===== config.mk =====
export PLATFORM = sky130hd
export DESIGN_NAME = mixer_seq
export DESIGN_NICKNAME = d
export VERILOG_FILES = /design/src/rtl/mixer_seq_pkg.sv /design/src/rtl/mixer_seq_mul_slice.sv /design/src/rtl/mixer_seq.sv
export SDC_FILE = /design/constraint.sdc
export NUM_CORES = 2
export LEC_CHECK = 0
export CAP_MARGIN = 20
export CORE_MARGIN = 2
export CORE_UTILIZATION = 40
export DETAILED_ROUTE_END_ITERATION = 8
export MAX_ROUTING_LAYER = met4
export PLACE_DENSITY_LB_ADDON = 0.15
export SLEW_MARGIN = 20
export SYNTH_ARGS = -nofsm -noshare
export SYNTH_HDL_FRONTEND = slang
export SYNTH_SLANG_ARGS = --single-unit

===== constraint.sdc =====
create_clock -name clk -period 22.4 [get_ports clk]
set_input_delay 3.36 -clock clk [delete_from_list [all_inputs] [get_ports clk]]
set_output_delay 3.36 -clock clk [all_outputs]
set_load 0.02 [all_outputs]

===== src/rtl/mixer_seq_pkg.sv =====
// Shared types and constants for the sequenced LO mixer (mixer_seq).
package mixer_pkg;

  localparam int DATA_W = 20;
  localparam int AMPL_W = 25;
  localparam int SH1    = 15;
  localparam int SH2    = 23;
  localparam int CNT_W  = 16;
  localparam int PROD_W = DATA_W + AMPL_W;

  localparam logic [AMPL_W-1:0] AMPL_RESET = 25'h028619A;

  typedef enum logic [1:0] {
    ST_IDLE = 2'd0,
    ST_MUL1 = 2'd1,
    ST_MUL2 = 2'd2,
    ST_OUT  = 2'd3
  } mixer_state_t;

  // Sign-extend a DATA_W operand to the AMPL_W multiplier port.
  function automatic logic [AMPL_W-1:0] sext_data(input logic [DATA_W-1:0] v);
    return {{(AMPL_W - DATA_W){v[DATA_W-1]}}, v};
  endfunction

endpackage


===== src/rtl/mixer_seq_mul_slice.sv =====
// Shared signed multiplier with per-pass operand select, optional rounding and
// product slice select. Rounding is enabled by defining MIXER_SEQ_ROUND_EN.
module mixer_mul_slice
  import mixer_pkg::*;
#(
  parameter int P_DATA_W = DATA_W,
  parameter int P_AMPL_W = AMPL_W,
  parameter int P_SH1    = SH1,
  parameter int P_SH2    = SH2
) (
  input  logic                pass2_i,
  input  logic [P_DATA_W-1:0] x_i,
  input  logic [P_DATA_W-1:0] lo_i,
  input  logic [P_DATA_W-1:0] inter_i,
  input  logic [P_AMPL_W-1:0] ampl_i,
  output logic [P_DATA_W-1:0] result_o
);

  localparam int P_PROD_W = P_DATA_W + P_AMPL_W;

  logic signed [P_DATA_W-1:0] op_a;
  logic signed [P_AMPL_W-1:0] op_b;
  logic signed [P_PROD_W-1:0] prod;
  logic        [P_PROD_W-1:0] prod_adj;
  logic                       unused_prod_bits;

  always_comb begin
    op_a = pass2_i ? inter_i : x_i;
    op_b = pass2_i ? ampl_i : {{(P_AMPL_W - P_DATA_W){lo_i[P_DATA_W-1]}}, lo_i};
  end

  assign prod = op_a * op_b;

`ifdef MIXER_SEQ_ROUND_EN
  // Half an output LSB is added below each slice: round half toward +inf.
  localparam logic [P_PROD_W-1:0] RND1 = {{(P_PROD_W-1){1'b0}}, 1'b1} << (P_SH1 - 1);
  localparam logic [P_PROD_W-1:0] RND2 = {{(P_PROD_W-1){1'b0}}, 1'b1} << (P_SH2 - 1);
  assign prod_adj = prod + (pass2_i ? RND2 : RND1);
`else
  assign prod_adj = prod;
`endif

  assign result_o = pass2_i ? prod_adj[P_SH2+P_DATA_W-1:P_SH2]
                            : prod_adj[P_SH1+P_DATA_W-1:P_SH1];

  // Bits outside both slices wrap away silently.
  assign unused_prod_bits = ^{prod_adj[P_PROD_W-1:P_SH2+P_DATA_W], prod_adj[P_SH1-1:0]};

endmodule


===== src/rtl/mixer_seq.sv =====
// Sequenced LO mixer: one multiplier shared over sample*LO and *amplitude passes,
// 1 result per 3 cycles. Optional rounding via MIXER_SEQ_ROUND_EN.
module mixer_seq
  import mixer_pkg::*;
#(
  parameter int                DATA_W_P   = DATA_W,
  parameter int                AMPL_W_P   = AMPL_W,
  parameter logic [AMPL_W-1:0] AMPL_RST_P = AMPL_RESET,
  parameter int                SH1_P      = SH1,
  parameter int                SH2_P      = SH2,
  parameter int                CNT_W_P    = CNT_W
) (
  input  logic                clk,
  input  logic                rst_n,
  input  logic                in_valid,
  output logic                in_ready,
  input  logic [DATA_W_P-1:0] in_data,
  input  logic [DATA_W_P-1:0] lo_data,
  input  logic                ampl_wr,
  input  logic [AMPL_W_P-1:0] ampl_data,
  output logic                out_valid,
  input  logic                out_ready,
  output logic [DATA_W_P-1:0] out_data,
  output logic                busy,
  output logic [CNT_W_P-1:0]  sample_cnt
);

  mixer_state_t          state_q, state_d;
  logic [DATA_W_P-1:0]   x_q, x_d;
  logic [DATA_W_P-1:0]   lo_q, lo_d;
  logic [AMPL_W_P-1:0]   a_q, a_d;
  logic [DATA_W_P-1:0]   inter_q, inter_d;
  logic [DATA_W_P-1:0]   out_q, out_d;
  logic [AMPL_W_P-1:0]   ampl_q, ampl_d;
  logic [CNT_W_P-1:0]    cnt_q, cnt_d;
  logic                  accept;
  logic                  pass2;
  logic [DATA_W_P-1:0]   mul_res;

  assign in_ready   = (state_q == ST_IDLE) | ((state_q == ST_OUT) & out_ready);
  assign accept     = in_valid & in_ready;
  assign pass2      = (state_q == ST_MUL2);
  assign out_valid  = (state_q == ST_OUT);
  assign busy       = (state_q != ST_IDLE);
  assign out_data   = out_q;
  assign sample_cnt = cnt_q;

  mixer_mul_slice #(
    .P_DATA_W (DATA_W_P),
    .P_AMPL_W (AMPL_W_P),
    .P_SH1    (SH1_P),
    .P_SH2    (SH2_P)
  ) u_mul (
    .pass2_i  (pass2),
    .x_i      (x_q),
    .lo_i     (lo_q),
    .inter_i  (inter_q),
    .ampl_i   (a_q),
    .result_o (mul_res)
  );

  always_comb begin
    state_d = state_q;
    x_d     = x_q;
    lo_d    = lo_q;
    a_d     = a_q;
    inter_d = inter_q;
    out_d   = out_q;
    cnt_d   = cnt_q;
    ampl_d  = ampl_wr ? ampl_data : ampl_q;

    // The snapshot reads ampl_q, so a same-cycle write only affects later samples.
    if (accept) begin
      x_d  = in_data;
      lo_d = lo_data;
      a_d  = ampl_q;
    end

    case (state_q)
      ST_IDLE: begin
        if (accept) state_d = ST_MUL1;
      end
      ST_MUL1: begin
        inter_d = mul_res;
        state_d = ST_MUL2;
      end
      ST_MUL2: begin
        out_d   = mul_res;
        state_d = ST_OUT;
      end
      ST_OUT: begin
        if (out_ready) begin
          cnt_d   = cnt_q + CNT_W_P'(1);
          state_d = accept ? ST_MUL1 : ST_IDLE;
        end
      end
      default: state_d = ST_IDLE;
    endcase
  end

  always_ff @(posedge clk or negedge rst_n) begin
    if (!rst_n) begin
      state_q <= ST_IDLE;
      x_q     <= '0;
      lo_q    <= '0;
      a_q     <= '0;
      inter_q <= '0;
      out_q   <= '0;
      ampl_q  <= AMPL_RST_P;
      cnt_q   <= '0;
    end else begin
      state_q <= state_d;
      x_q     <= x_d;
      lo_q    <= lo_d;
      a_q     <= a_d;
      inter_q <= inter_d;
      out_q   <= out_d;
      ampl_q  <= ampl_d;
      cnt_q   <= cnt_d;
    end
  end

endmodule


== Yosys cells after proc, flatten, opt, wreduce, memory -nomap -nowiden ==
Cells that the tools add are included.
Operators by class
  bitwise logic cells: 3
  equal/unequal tests: 5
  $mul: 1
  shifts and indexed selects: 0
  $lt $le $gt $ge: 0
  div/mod/pow operators: 0
  add/sub/neg operators: 1
  reduce and logical (&&, ||, !) cells: 4
  muxes and demuxes: 7
Operators by type and width (count)
  $mul 20x25->43: 1
  $mux 20: 2
  $mux 25: 1
  $add 16x1->16 const B: 1
  $pmux 2 s4: 1
  $eq 2x2->1 const B: 2
  $mux 2: 2
  $reduce_and 2->1: 2
  $and 1x1->1: 2
  $eq 2x1->1 const B: 1
  $logic_not 2->1: 1
  $ne 2x1->1 const B: 1
  $ne 2x2->1 const B: 1
  $reduce_bool 2->1: 1
  $mux 1: 1
  $or 1x1->1: 1
Storage, ports and cells
  bits in read-only memories: 0
  word-level logic and storage cells: 29
  bits of input ports: 70
  memory bits (writable): 0
  memories: 0
  output and inout bits: 39
  bits in latches: 0
  bits in registers: 148

== Longest topological paths before layout ==
  word-level depth: 7
  depth in mapped cells: 34
  depth with buffers taken out: 29

== Modules after synthesis ==
From an unflattened synthesis, not the netlist that was laid out.
Unflattened totals
  cells, all modules: 2358
  area total of the unflattened synthesis: 23661.4 µm²
By module, submodules not included
  mixer_mul_slice: instances 1, cells each 2004, sequential area each 0.0 µm², area each 17683.2 µm²
  mixer_seq: instances 1, cells each 354, sequential area each 3714.8 µm², area each 5978.2 µm²

== Worst setup path before layout ==
No wires, ideal clock.
  path kind: reg-to-reg
  start point: register state_q[0]
  end point: register inter_q[19]
  stages on the path, launching flop included: 30
  setup time: 0.137 ns
  path slack: 14.006 ns
  arrival time: 8.257 ns
  data required time: 22.263 ns
  path buffers: 4
  period minus slack after synthesis: 8.394 ns
  cells stage by stage: dfrtp_1 > inv_1 > ha_1 > buf_6 > clkbuf_1 > buf_1 > buf_1 > a21oi_1 > nor2_1 > fa_1 > fa_1 > fa_1 > inv_1 > fa_1 > inv_1 > fa_1 > fa_1 > inv_1 > fa_1 > inv_1 > ha_1 > a21o_1 > a21oi_1 > o21ai_0 > nor3_1 > a21oi_2 > a31oi_2 > a221oi_2 > a221oi_2 > a21oi_1
On the way
  word-level cells in the longest chain between the ends: 4
  elaborated cells on any way between the ends: 6
  classes of those cells: mul (1); eq/ne (2); mux (3)
Ends and longest elaborated chain
  from (decl): RTL line mixer_seq.sv:28  | mixer_state_t state_q, state_d;
  from (signal assigned): RTL line mixer_seq.sv:112  | state_q <= state_d;
  $eq 2x2->1: RTL line mixer_seq.sv:42  | assign pass2 = (state_q == ST_MUL2);
  $mux 20 / $mux 25 (equally long branches): RTL line mixer_seq_mul_slice.sv:28, mixer_seq_mul_slice.sv:29
  $mul 20x25->43: RTL line mixer_seq_mul_slice.sv:32  | assign prod = op_a * op_b;
  $mux 20: RTL line mixer_seq_mul_slice.sv:43  | assign result_o = pass2_i ? prod_adj[P_SH2+P_DATA_W-1:P_SH2]
  to (signal assigned): RTL line mixer_seq.sv:116  | inter_q <= inter_d;
  to (decl): RTL line mixer_seq.sv:32  | logic [DATA_W_P-1:0] inter_q, inter_d;
Parallel ways exist; a longest one is shown, timed or not.
A chain may end at the register's enable or synchronous reset.

== Worst setup path after layout ==
Same ends and word-level chain as after synthesis.

==> run summary <==
outcome: finished clean
crit path DAT: 9.89 ns
clk sinks: 148
die span in x: 246.1 um
DP Wirelength: 53,410 um
first-pass GRT wire length: 101,200 um
Setup Crit Path Kind: reg -> reg
clk buf depth: 2
post-synthesis cell count: 2,439
Unique masters post-synth: 57
fillcell total: 5,640
final hold vios: 0
Synth-to-Final Area Change: 11.43%
crit path capture type: register
root buffer cell: clkbuf_16
Post-synth EDFFs: 0
largest net degree at the start of global routing: 81
Worst Slack Setup Final: 12.88 ns
# diodes: 0
Core Area: 57,810 um^2
RSZ-0062 raised after global routing: false
post-CTS sizing: 0
I/O Buffers: 108
minimum clock period: 9.518 ns
Nets: 3,202
Die ar.: 60,570 um^2
wire per inst: 19.32 um
die height: 246.1 um
initial core utilization: 40.56%
gr usage total: 22.78%
DRC violations left: 0
worst hold path type: reg -> reg
Synth Area per Inst: 9.613 um^2
CP max FO: 49
vias in the first global route: 18,147
Ports: 109
number of max-cap violations: 0
sequential area share after synthesis: 15.84%
WP data required: 22.77 ns
clock skew: 0.009849 ns
period utilisation layout: 42.49%
max-slew violation count: 0
H-tree levels: 4
row cnt: 88
GPL Wtd Cong: 0.8882
Startpoint Class: register
Slowest-stage cell, CP: fa_1
Via density: 5.068
max_slew headroom: 23.33%
Worst Tran Pin Value: 1.128 ns
fin area: 26,130 um^2
synthesis-stage register bit count: 148
post-CTS setup buffer count: 0
most numerous cell on the critical path: fa_1
FFs w/ async S/R, synth: 100.0%
ys flop type: dfrtp_1
YS warnings: 0
final WL: 63,760 um
First-pass DRT Iterations: 5
layout cells sized above 1: 9.625%
Routed Antenna Nets: 0
Synth area leader: fa_1
setup total negative slack: 0 ns
initial antenna violation count: 1
crit-path max cell delay: 0.83 ns
Syn Nets: 3,119
total gr overflow: 0
clock slew at the register clock pins of the worst setup and hold paths: 0.08 ns
Final setup viols: 0
dpl ws: 12.95 ns
fmax: 0.1051 GHz
top post-synthesis cells by area: fa_1 (42%), dfrtp_1 (15%), inv_1 (9.4%)
Core Util, Final: 45.19%
cts hold-fix bufs: 0
cell area after synthesis: 23,440 um^2
Initial DRC Count: 934
synth cell count leaders: inv_1 (587), fa_1 (493), nand2_1 (296)
DR vias: 16,725
cts bufs inserted: 17
count leader, synth: inv_1
TritonCTS clock tree: yes
DP Area: 25,510 um^2
Synth top area share: 42.10%
clk_lat worst skew: 0.45 ns
-- stage by stage --
step / hold slack (ns) / std cells
after floorplan: 0.4752 / 2439
after global placement: 0.4635 / 3268
after detailed placement: 0.4649 / 3268
after CTS: 0.4795 / 3300
after global routing: 0.4936 / 3300
final: 0.4800 / 3300
-- flip-flops by register name, indices dropped and copies added (netlist names) --
| register | cells |
|---|---|
| a_q | 25 |
| ampl_q | 25 |
| inter_q | 20 |
| lo_q | 20 |
| out_data | 20 |
| sample_cnt | 16 |
| state_q | 2 |
| x_q | 20 |
-- final timing paths --
| kind | cells past startpoint | slack, ns | to | startpoint |
|---|---|---|---|---|
| max | 27 | 12.88 | inter_q[19] | state_q[0] |
| min | 1 | 0.48 | sample_cnt[15] | sample_cnt[15] |
| max reg2reg | 27 | 12.88 | inter_q[19] | state_q[0] |
| min reg2reg | 1 | 0.48 | sample_cnt[15] | sample_cnt[15] |
| max in group asynchronous | 2 | 18.05 | x_q[7] | rst_n |
| min in group asynchronous | 1 | 2.92 | sample_cnt[9] | rst_n |
-- final cells by class --
type	count	area, um^2	area share (%)
Clock buffer	17	425.4	1.628
Clock inverter	15	183.9	0.7040
Inverter	588	2207	8.448
Multi-Input combinational cell	1622	17280	66.13
Sequential cell	148	3715	14.22
Tap cell	765	957.2	3.664
Timing Repair Buffer	145	1360	5.206
-- layer usage --
layer	global-route usage [%]	vias up	share of wire [%]
li1	-	7397	-
met1	27.35	8815	39
met2	40.77	426	54
met3	1.765	87	3.7
met4	6.916	0	2.9
met5	-	-	0
-- logic make-up (layout without fill, tap and decap cells) --
kind of cell | Yosys count | count (layout) | share of synthesized area (%)
flops | 148 | 148 | 15.84
buf+inv | 669 | 765 | 10.74
xor+xnor | 56 | 56 | 2.092
fa+ha+maj | 610 | 610 | 48.34
compound gates | 138 | 138 | 3.800
simple gates | 644 | 644 | 11.03
mux | 174 | 174 | 8.155
-- worst max-delay path, delay by kind of cell, from the launching register on --
family	cells	cell delay [ns]
compound gates	9	2.30
fa+ha+maj	9	4.75
buf+inv	6	1.12
flops	1	0.40
simple gates	3	0.83
-- layout by cell type (no fill, tap or decap), types with 6 or more instances in the layout --
master	Yosys	layout
clkdlybuf4s50_1	0	107
clkbuf_16	0	17
dfrtp_1	139	139
dfstp_2	9	9
and2_1	9	9
xor2_1	15	15
mux2_2	136	136
nand3_1	9	9
nor3_1	6	6
o21a_1	6	6
buf_4	0	37
clkinv_8	0	6
a21o_1	8	8
ha_1	117	116
fa_1	493	493
a31oi_1	9	9
a21oi_1	47	47
mux2i_2	0	12
o21ai_0	29	29
nand4_1	7	7
xnor2_1	41	41
nand2_1	296	295
and3_1	6	6
o211ai_1	6	6
nor2_1	287	287
inv_1	587	587
mux2i_1	38	26
Power is left out: the tool's default activity adds up to more than one toggle a clock period on the data nets, which glitch-free logic cannot reach.
